[config.mk]
export PLATFORM = sky130hd
export DESIGN_NAME = load_store_unit
export DESIGN_NICKNAME = d
export VERILOG_FILES = /design/src/rtl/load_store_unit.sv
export SDC_FILE = /design/constraint.sdc
export NUM_CORES = 1
export LEC_CHECK = 0
export ABC_AREA = 1
export CORE_AREA = 2 2 152 154
export CTS_BUF_LIST = sky130_fd_sc_hd__clkbuf_4 sky130_fd_sc_hd__clkbuf_8
export DETAILED_ROUTE_END_ITERATION = 6
export DIE_AREA = 0 0 154 156
export GPL_TIMING_DRIVEN = 0
export PLACE_DENSITY_LB_ADDON = 0.2
export SLEW_MARGIN = 0
export SYNTH_ARGS = -nofsm -noshare
export SYNTH_HDL_FRONTEND = slang
export SYNTH_SLANG_ARGS = --single-unit
[constraint.sdc]
create_clock -name clk -period 3.7 [get_ports clk]
set_clock_uncertainty 0.2 [all_clocks]
set_input_delay 0.37 -clock clk [delete_from_list [all_inputs] [get_ports clk]]
set_output_delay 0.37 -clock clk [all_outputs]
set_load 0.02 [all_outputs]
[src/rtl/load_store_unit.sv]
// rtl/load_store_unit.sv - MEM-stage load/store unit with read-modify-write for sub-doubleword stores
module load_store_unit #(
    parameter int ADDR_BITS = 10
) (
    input  logic        clk,
    input  logic        reset,
    input  logic        req_valid,
    output logic        req_ready,
    input  logic        req_load,
    input  logic [1:0]  req_size,
    input  logic        req_unsigned,
    input  logic [63:0] req_addr,
    input  logic [63:0] req_wdata,
    output logic        resp_valid,
    output logic [63:0] resp_rdata,
    output logic        resp_err,
    output logic [63:0] mem_addr,
    output logic        mem_read,
    output logic        mem_write,
    output logic [63:0] mem_wdata,
    input  logic [63:0] mem_rdata
);

    typedef enum logic [2:0] {
        IDLE,
        LOAD,
        RMW_RD,
        WRITE,
        RESP
    } state_t;

    state_t      state;
    logic [1:0]  lat_size;
    logic        lat_unsigned;
    logic        addr_oob;

    assign addr_oob = (req_addr >> ADDR_BITS) != 64'd0;

    // Memory is big-endian: the addressed byte sits in mem_rdata[63:56].
    function automatic logic [63:0] extract(input logic [1:0]  size,
                                            input logic        uns,
                                            input logic [63:0] rd);
        logic [63:0] r;
        r = rd;
        case (size)
            2'b00:   r = uns ? {56'd0, rd[63:56]} : {{56{rd[63]}}, rd[63:56]};
            2'b01:   r = uns ? {48'd0, rd[63:48]} : {{48{rd[63]}}, rd[63:48]};
            2'b10:   r = uns ? {32'd0, rd[63:32]} : {{32{rd[63]}}, rd[63:32]};
            default: r = rd;
        endcase
        return r;
    endfunction

    function automatic logic [63:0] merge(input logic [1:0]  size,
                                          input logic [63:0] wd,
                                          input logic [63:0] rd);
        logic [63:0] r;
        r = wd;
        case (size)
            2'b00:   r = {wd[7:0],  rd[55:0]};
            2'b01:   r = {wd[15:0], rd[47:0]};
            2'b10:   r = {wd[31:0], rd[31:0]};
            default: r = wd;
        endcase
        return r;
    endfunction

    assign req_ready  = (state == IDLE);
    assign mem_read   = (state == LOAD) || (state == RMW_RD);
    assign mem_write  = (state == WRITE);
    assign resp_valid = (state == RESP);

    always_ff @(posedge clk or negedge reset) begin
        if (!reset) begin
            state        <= IDLE;
            lat_size     <= 2'b00;
            lat_unsigned <= 1'b0;
            mem_addr     <= 64'd0;
            mem_wdata    <= 64'd0;
            resp_rdata   <= 64'd0;
            resp_err     <= 1'b0;
        end else begin
            case (state)
                IDLE: begin
                    if (req_valid) begin
                        mem_addr     <= req_addr;
                        lat_size     <= req_size;
                        lat_unsigned <= req_unsigned;
                        mem_wdata    <= req_wdata;
                        if (addr_oob) begin
                            resp_err   <= 1'b1;
                            resp_rdata <= 64'd0;
                            state      <= RESP;
                        end else if (req_load) begin
                            state <= LOAD;
                        end else if (req_size == 2'b11) begin
                            state <= WRITE;
                        end else begin
                            state <= RMW_RD;
                        end
                    end
                end
                LOAD: begin
                    resp_rdata <= extract(lat_size, lat_unsigned, mem_rdata);
                    resp_err   <= 1'b0;
                    state      <= RESP;
                end
                RMW_RD: begin
                    // mem_wdata still holds the right-justified store data here.
                    mem_wdata <= merge(lat_size, mem_wdata, mem_rdata);
                    state     <= WRITE;
                end
                WRITE: begin
                    resp_rdata <= 64'd0;
                    resp_err   <= 1'b0;
                    state      <= RESP;
                end
                RESP: begin
                    state <= IDLE;
                end
                default: begin
                    state <= IDLE;
                end
            endcase
        end
    end

endmodule

# After elaboration in Yosys (flattened, before gate mapping)
# Index checks and enable logic that the tools add are counted.
# op_classes
n_mux	18
n_eq_ne	10
n_reduce_logical	12
# op_table
operator	n
one-hot mux 64 bit (3 select lines)	3
two-way mux 64 bit	6
one-hot mux 64 bit (2 select lines)	1
nonzero test 64 bit	1
one-hot mux 3 bit (3 select lines)	1
AND reduction 3 bit	3
equality test 3 x 2 -> 1 bit (second input constant)	2
two-way mux 3 bit	2
equality test 2 bit (second input constant)	2
inequality test 4 x 1 -> 1 bit (second input constant)	1
nonzero test 2 bit	2
equality test 3 x 1 -> 1 bit (second input constant)	1
equality test 3 bit (second input constant)	1
logical NOT 3 bit	1
two-way mux 1 bit	3
nonzero test 3 bit	1
equality test 2 x 1 -> 1 bit (second input constant)	1
logical NOT 2 bit	1
two-way mux 2 bit	1
inequality test 2 x 1 -> 1 bit (second input constant)	1
inequality test 2 bit (second input constant)	1
one-hot mux 1 bit (2 select lines)	1
AND reduction 2 bit	1
OR reduction 2 bit	1
logical OR 1 bit	1
# totals
inputBits	199
word_cells	47
register_bits	199
out_inout_bits	197

# Longest topological paths before layout
# Gate-level depths: netlist of the first run.
# depth
depth_word	6
ltp_mapped	11
ltp_nobuf	9

# Worst setup path after synthesis of the first run
# Ideal clock, no wire load.
# synth_path
kind	register to register
start	register lat_size[0]
end	register mem_wdata[40]
path_stages_with_launch	10
n_path_buf	2
arrival_time_ps	1616
synth_period_minus_slack_ps	1893
setup_slack_ps	1807
setup_time_ps	76
cell_sequence	dfrtp_1 inv_1 ha_1 buf_2 nand2_1 clkbuf_1 nand2_1 a21oi_1 a21oi_1 o21ai_1
# synth_between
elab_chain_len	3
# synth_lines
item	line	rtl
start: declaration	33	logic [1:0] lat_size;
start signal: assignment	87	lat_size <= req_size;
equality test 2 bit, or another cell as far along	59	case (size)
one-hot mux 64 bit (3 select lines) or inequality test 4 x 1 -> 1 bit (tied branches)	-	
one-hot mux 64 bit (2 select lines) or AND reduction 3 bit (tied branches)	-	
end signal: assignment	89	mem_wdata <= req_wdata;
end signal: assignment	110	mem_wdata <= merge(lat_size, mem_wdata, mem_rdata);
end: declaration	20	output logic [63:0] mem_wdata,
# Parallel ways exist; a longest one is shown, timed or not. The select of a mux whose other input is x is not followed.
# A chain may end at the register's enable or synchronous reset.

# Worst setup path in the final report of the first run
# layout_path
start	register state[1]
end	output mem_read
# layout_between
elab_chain_len	2
# layout_lines
item	line	rtl
start: declaration	32	state_t state;
start signal: assignment	75	state <= IDLE;
start signal: assignment	93	state <= RESP;
start signal: assignment	95	state <= LOAD;
equality test 3 x 1 -> 1 bit or equality test 3 x 2 -> 1 bit (tied branches)	69	assign mem_read = (state == LOAD) || (state == RMW_RD);
logical OR 1 bit *	69	
end: declaration	18	output logic mem_read,
# Every way passes the cells marked *; elsewhere a longest branch is shown, timed or not.

==> impl_metrics.env, run 1 <==
export IMPL_synthArstFlopShare=1.00
export IMPL_drt_iter0_drc=913
export IMPL_rsz0062_at_grt="false"
export IMPL_rows=55
export IMPL_whs_ns=0.198
export IMPL_grt_overflow=0
export IMPL_synth_flop_cell="dfrtp_1"
export IMPL_syn_area_sq_mm=0.00942
export IMPL_post_route_period_util=0.849
export IMPL_ys_top_cells_by_area="dfrtp_1 (53%), nand2_1 (20%), a21oi_1 (3.7%)"
export IMPL_clkSlewWorstSetupHoldPaths_ns=0.11
export IMPL_synth_top_area_share=0.529
export IMPL_slowest_stage="clkdlybuf4s50_1"
export IMPL_synth_edff_count=0
export IMPL_dr_pass1_iters=5
export IMPL_syn_inst=1194
export IMPL_gr_usage_all_layers=0.312
export IMPL_avgRoutedWirePerCell_um=20.0
export IMPL_hpwlAfterDp_um=29800
export IMPL_cpMostUsedCell="inv_2"
export IMPL_hold_violations=0
export IMPL_drc=0
export IMPL_vias=10200
export IMPL_drive_above_1_share=0.0579
export IMPL_fp_dieArea_sq_mm=0.0240
export IMPL_hold_class="input port to asynchronous set/reset pin"
export IMPL_grt_max_degree=72
export IMPL_fp_dieW_um=154
export IMPL_ys_seq_area_frac=0.529
export IMPL_cts_buffers=17
export IMPL_tightestPinTransition_ns=0.620
export IMPL_cp_slowest_stage_delay_ns=0.65
export IMPL_slew_limit_headroom=0.587
export IMPL_end_kind="primary output"
export IMPL_required_ns=3.13
export IMPL_synth_commonest_cells="nand2_1 (501), dfrtp_1 (199), a21oi_1 (70)"
export IMPL_clock_path_buffers=2
export IMPL_fmax_mhz=318
export IMPL_grt_pass1_vias=9949
export IMPL_p_leak_uw=0.00665
export IMPL_ir_drop_v=0.000220
export IMPL_setup_violations=0
export IMPL_cts_sinks=199
export IMPL_ioPinCount=396
export IMPL_max_cap_viol_count=0
export IMPL_ys_ff_latch=199
export IMPL_placeableCoreArea_sq_mm=0.0224
export IMPL_yosysUniqueCellTypes=26
export IMPL_path_class="register to primary output"
export IMPL_syn_nets=1397
export IMPL_final_antenna_net_count=0
export IMPL_startpoint_type="register"
export IMPL_start_util=0.421
export IMPL_antenna_found_initial=4
export IMPL_grt_pass1_wl_um=56600
export IMPL_fillCellCount=1958
export IMPL_place_congestion=0.951
export IMPL_post_cts_buffers=0
export IMPL_synth_warning_count=0
export IMPL_worstPathArrival_ns=2.57
export IMPL_synth_most_common_cell="nand2_1"
export IMPL_path_buf_inv=4
export IMPL_h_tree_depth=4
export IMPL_cts_root_buffer="clkbuf_8"
export IMPL_crit_path_cell_trace="inv_2, nor2_8, inv_2, clkbuf_1, nand2_1, clkdlybuf4s50_1"
export IMPL_period_needed_ns=3.14
export IMPL_tns_ns=0
export IMPL_nets=1814
export IMPL_die_h_um=156
export IMPL_vias_per_cell=5.33
export IMPL_drt_total_wl_um=38200
export IMPL_numPortBuffers=395
export IMPL_syn_area_per_cell_sq_um=7.89
export IMPL_areaGrowthSynthToFinish_pct=51.1
export IMPL_synth_top_area_cell="dfrtp_1"
export IMPL_crit_family="buffers and inverters"
export IMPL_clk_latency_ns=0.46
export IMPL_multi_input_area_sq_mm=0.00390
export IMPL_regArea_sq_mm=0.00498
export IMPL_p_per_area_mw_per_mm2=398
export IMPL_slew_viol_final=0
export IMPL_total_power_uw=5660
export IMPL_status="finished, final reports clean"
export IMPL_critPathMaxFanout=10
export IMPL_cts_tree="yes"
## placed cells by master, fill, tap and decap left out, types with 2 or more instances in the layout
master and count:
a21oi_1 70, a31oi_1 33, buf_1 4, buf_16 2, buf_2 36, buf_4 4
buf_6 5, bufinv_16 2, clkbuf_1 31, clkbuf_8 20, clkdlybuf4s50_1 394, clkinv_2 2
dfrtp_1 199, diode_2 4, ha_1 4, inv_1 28, inv_2 7, inv_6 5
nand2_1 501, nand2_2 3, nand3_1 60, nand4_1 3, nor2_1 67, nor3_1 2
o2111ai_1 6, o211ai_1 34, o21ai_0 65, o21ai_1 27
## sequential cells by signal, summed over array words and instances (netlist names)
signal / cells
state: 3
mem_addr: 64
resp_err: 1
lat_size: 2
resp_rdata: 64
mem_wdata: 64
lat_unsigned: 1
## worst paths after layout
check | startpoint | cells after the start | endpoint | slack, ns
setup / recovery | state[1] | 6 | mem_read | 0.56
hold / removal | reset | 2 | mem_wdata[35] | 0.20
setup reg to reg | lat_size[1] | 10 | resp_rdata[62] | 1.34
hold reg to reg | resp_rdata[8] | 2 | resp_rdata[8] | 0.28
max in group asynchronous | reset | 4 | lat_unsigned | 2.02
min in group clk | req_addr[0] | 3 | mem_addr[0] | 0.22
## metal layers
metal,up-vias,track usage,wire length (um),part of all wire
met5,-,0,25,0.00065
met4,4,0.146,1530,0.040
li1,4742,-,-,-
met1,4764,0.372,14400,0.38
met2,593,0.534,18500,0.48
met3,99,0.0775,3740,0.098
## worst reg2reg max path: stages (launching register included)
cell and delay, ns:
dfrtp_1 0.47, inv_1 0.12, ha_1 0.14, buf_2 0.19
inv_1 0.07, nand2_1 0.10, a21oi_1 0.08, nor2_1 0.41
buf_2 0.29, o21ai_0 0.16, nand2_1 0.10
## cells by family after synthesis
family,synth area share
AND/OR/NAND/NOR,0.268
flip-flops,0.529
AO/OA/AOI/OAI,0.141
buffers and inverters,0.0566
adder cells (fa/ha/maj),0.00532
## where the power goes
part | internal [uW] | switching, uW
Combinational | 712 | 901
Clock | 679 | 845
Sequential | 2360 | 162
Total | 3750 | 1910
## area by class of cell
type / instances / area share
plain buffers: 80 / 0.0280
flip-flops and latches: 199 / 0.350
clock inverters: 11 / 0.00941
inverters: 36 / 0.00950
multi-input cells: 879 / 0.274
repair buffers: 398 / 0.283
diodes: 4 / 0.000704
well taps: 285 / 0.0251
clock buffers: 21 / 0.0199
## stage by stage
step,setup slack [ns],area [sq um],utilization,instances
floorplan,1.81,9420,-,1194
global placement,-6.46,13700,0.614,1874
detailed placement,1.04,13800,0.616,1876
CTS,0.548,14200,0.635,1909
global route,0.439,14200,0.636,1910
finish,0.559,14200,0.636,1913
## repair_timing
action | in CTS | in global routing
endpoints found under the hold margin | 60 | 0
hold buffers | 1 | 0
endpoints found under the setup margin | 0 | 0
resized for setup | 0 | 0
No activity file was read; power rests on OpenSTA's default activity.
==> run 2, diff against run 1 <==
Settings changed: CORE_AREA 2 2 152 154 to 2 2 154 156, DIE_AREA 0 0 154 156 to 0 0 156 158.
Clock period 3.7 ns to 3.1 ns, I/O delays scaled along.
==> run 2 against run 1 <==
  * Sequential cell count did not move
  * Register-to-register slack got worse by 0.63 ns
  * Critical endpoint unchanged
  * Critical path depth fell by 1
  * Clock power rose by 20%
  * Cell count rose by 0.10%
  * Worst setup slack got worse by 0.31 ns
  * Clock-buffer cell count fell by 3
  * Non-clock buffer count fell by 2
  * Power rose by 19%
  * Sequential power rose by 19%
  * Die area rose by 2.6%
  * Largest power group unchanged
  * Cell area fell by 0.15%
==> impl_metrics.env, run 2 (synthesized netlist as in run 1, its figures left out) <==
export IMPL_worstPathArrival_ns=2.34
export IMPL_drive_above_1_share=0.0573
export IMPL_ioPinCount=396
export IMPL_hold_path_end="mem_addr[6]"
export IMPL_ir_drop_v=0.000238
export IMPL_grt_pass1_wl_um=57000
export IMPL_reg2reg_to="mem_wdata[45]"
export IMPL_grt_pass1_vias=9957
export IMPL_rows=56
export IMPL_hold_depth=3
export IMPL_vias_per_cell=5.31
export IMPL_grt_overflow=0
export IMPL_place_congestion=0.934
export IMPL_slew_viol_final=0
export IMPL_hold_class="input port to register"
export IMPL_dr_pass1_iters=5
export IMPL_avgRoutedWirePerCell_um=19.8
export IMPL_top_regs="mem_addr x64, mem_wdata x64, resp_rdata x64"
export IMPL_rsz0062_at_grt="false"
export IMPL_clk_latency_ns=0.48
export IMPL_dp_cells=1880
export IMPL_drt_total_wl_um=38000
export IMPL_vias=10200
export IMPL_start_util=0.408
export IMPL_ff2ff_path_depth=9
export IMPL_worstReg2RegStart="lat_size[0]"
export IMPL_nets=1812
export IMPL_die_h_um=158
export IMPL_whs_ns=0.146
export IMPL_clock_path_buffers=2
export IMPL_tns_ns=0
export IMPL_stdcell_count=1915
export IMPL_layout_commonest_cell="nand2_1"
export IMPL_post_route_period_util=0.920
export IMPL_critPathMaxFanout=15
export IMPL_post_dp_cell_area_sq_mm=0.0138
export IMPL_cts_buffers=17
export IMPL_tightestPinTransition_ns=0.662
export IMPL_cts_root_buffer="clkbuf_8"
export IMPL_finalInstanceArea_sq_mm=0.0142
export IMPL_hpwlAfterDp_um=29800
export IMPL_end_kind="primary output"
export IMPL_p_per_area_mw_per_mm2=475
export IMPL_setup_violations=0
export IMPL_startpoint_type="register"
export IMPL_rrSetupSlack_ns=0.71
export IMPL_hold_violations=0
export IMPL_required_ns=2.59
export IMPL_path_class="register to primary output"
export IMPL_slew_limit_headroom=0.558
export IMPL_gr_usage_all_layers=0.307
export IMPL_antenna_found_initial=5
export IMPL_worstHoldStart="req_addr[6]"
export IMPL_drc=0
export IMPL_p_leak_uw=0.00663
export IMPL_max_cap_viol_count=0
export IMPL_placeableCoreArea_sq_mm=0.0231
export IMPL_period_needed_ns=2.85
export IMPL_cts_tree="yes"
export IMPL_final_antenna_net_count=0
export IMPL_final_cell_mix="nand2_1 (501), clkdlybuf4s50_1 (394), dfrtp_1 (199)"
export IMPL_status="finished, final reports clean"
export IMPL_fmax_mhz=350
export IMPL_areaGrowthSynthToFinish_pct=50.8
export IMPL_clkSlewWorstSetupHoldPaths_ns=0.12
export IMPL_drt_iter0_drc=805
export IMPL_numPortBuffers=395
export IMPL_h_tree_depth=4
export IMPL_cts_sinks=199
export IMPL_fp_dieArea_sq_mm=0.0246
export IMPL_fp_dieW_um=156
export IMPL_grt_max_degree=116
[run 2: cell types whose count changed in the layout (fill, tap and decap cells not counted), sizes merged]
cell / before / now
clkinv: 4 / 6
buf: 52 / 51
diode: 4 / 3
inv: 41 / 42
clkbuf: 52 / 48
[run 2: layout make-up]
class | count | area [sq um]
clock buffers | 18 | 241
fillers | 2106 | 8850
clock inverters | 14 | 181
flip-flops and latches | 199 | 4980
inverters | 36 | 135
plain buffers | 79 | 394
well taps | 290 | 363
multi-input cells | 879 | 3900
diodes | 3 | 7.51
repair buffers | 397 | 4000
[run 2: how the worst max path moves through the flow]
stage,startpoint,end,cells after the start
3_3_place_gp,reset,mem_addr[6],1
5_1_grt,state[1],mem_read,5
6_report,state[1],mem_read,5
3_5_place_dp,req_addr[38],resp_rdata[15],12
2_1_floorplan,lat_size[0],mem_wdata[40],9
4_1_cts,state[1],mem_read,5
[run 2: layer usage]
layer | vias up | routed length [um] | global-route usage
met4 | 4 | 1540 | 0.130
met3 | 98 | 3790 | 0.0862
met5 | - | 28 | 0
li1 | 4739 | - | -
met2 | 543 | 18500 | 0.528
met1 | 4778 | 14100 | 0.362
[run 2: repair_timing]
action,CTS,global route
resized for setup,0,0
buffers inserted,0,0
endpoints found under the setup margin,1,0
endpoints found under the hold margin,84,0
hold buffers,1,0
[run 2: worst max-delay path, stage by stage (launching register included)]
cell and delay (ns):
dfrtp_1 0.50, inv_2 0.11, nor2_8 0.25, inv_2 0.21, nand2_1 0.11, clkdlybuf4s50_1 0.66
[run 2: per-stage QoR]
step                total power (uW)  utilization  worst slack (ns)
global route                    7050        0.616             0.146
CTS                             6760        0.616             0.229
floorplan                       3880            -              1.21
global placement                4930        0.596             -6.98
finish                          6750        0.616             0.247
detailed placement              4950        0.597             0.435
[run 2: where the power goes]
part           internal, uW  switching [uW]  total, uW  leakage [uW]
combinational           846            1070       1920       0.00390
sequential             2820             188       3010       0.00252
clock                   765            1060       1820      0.000216
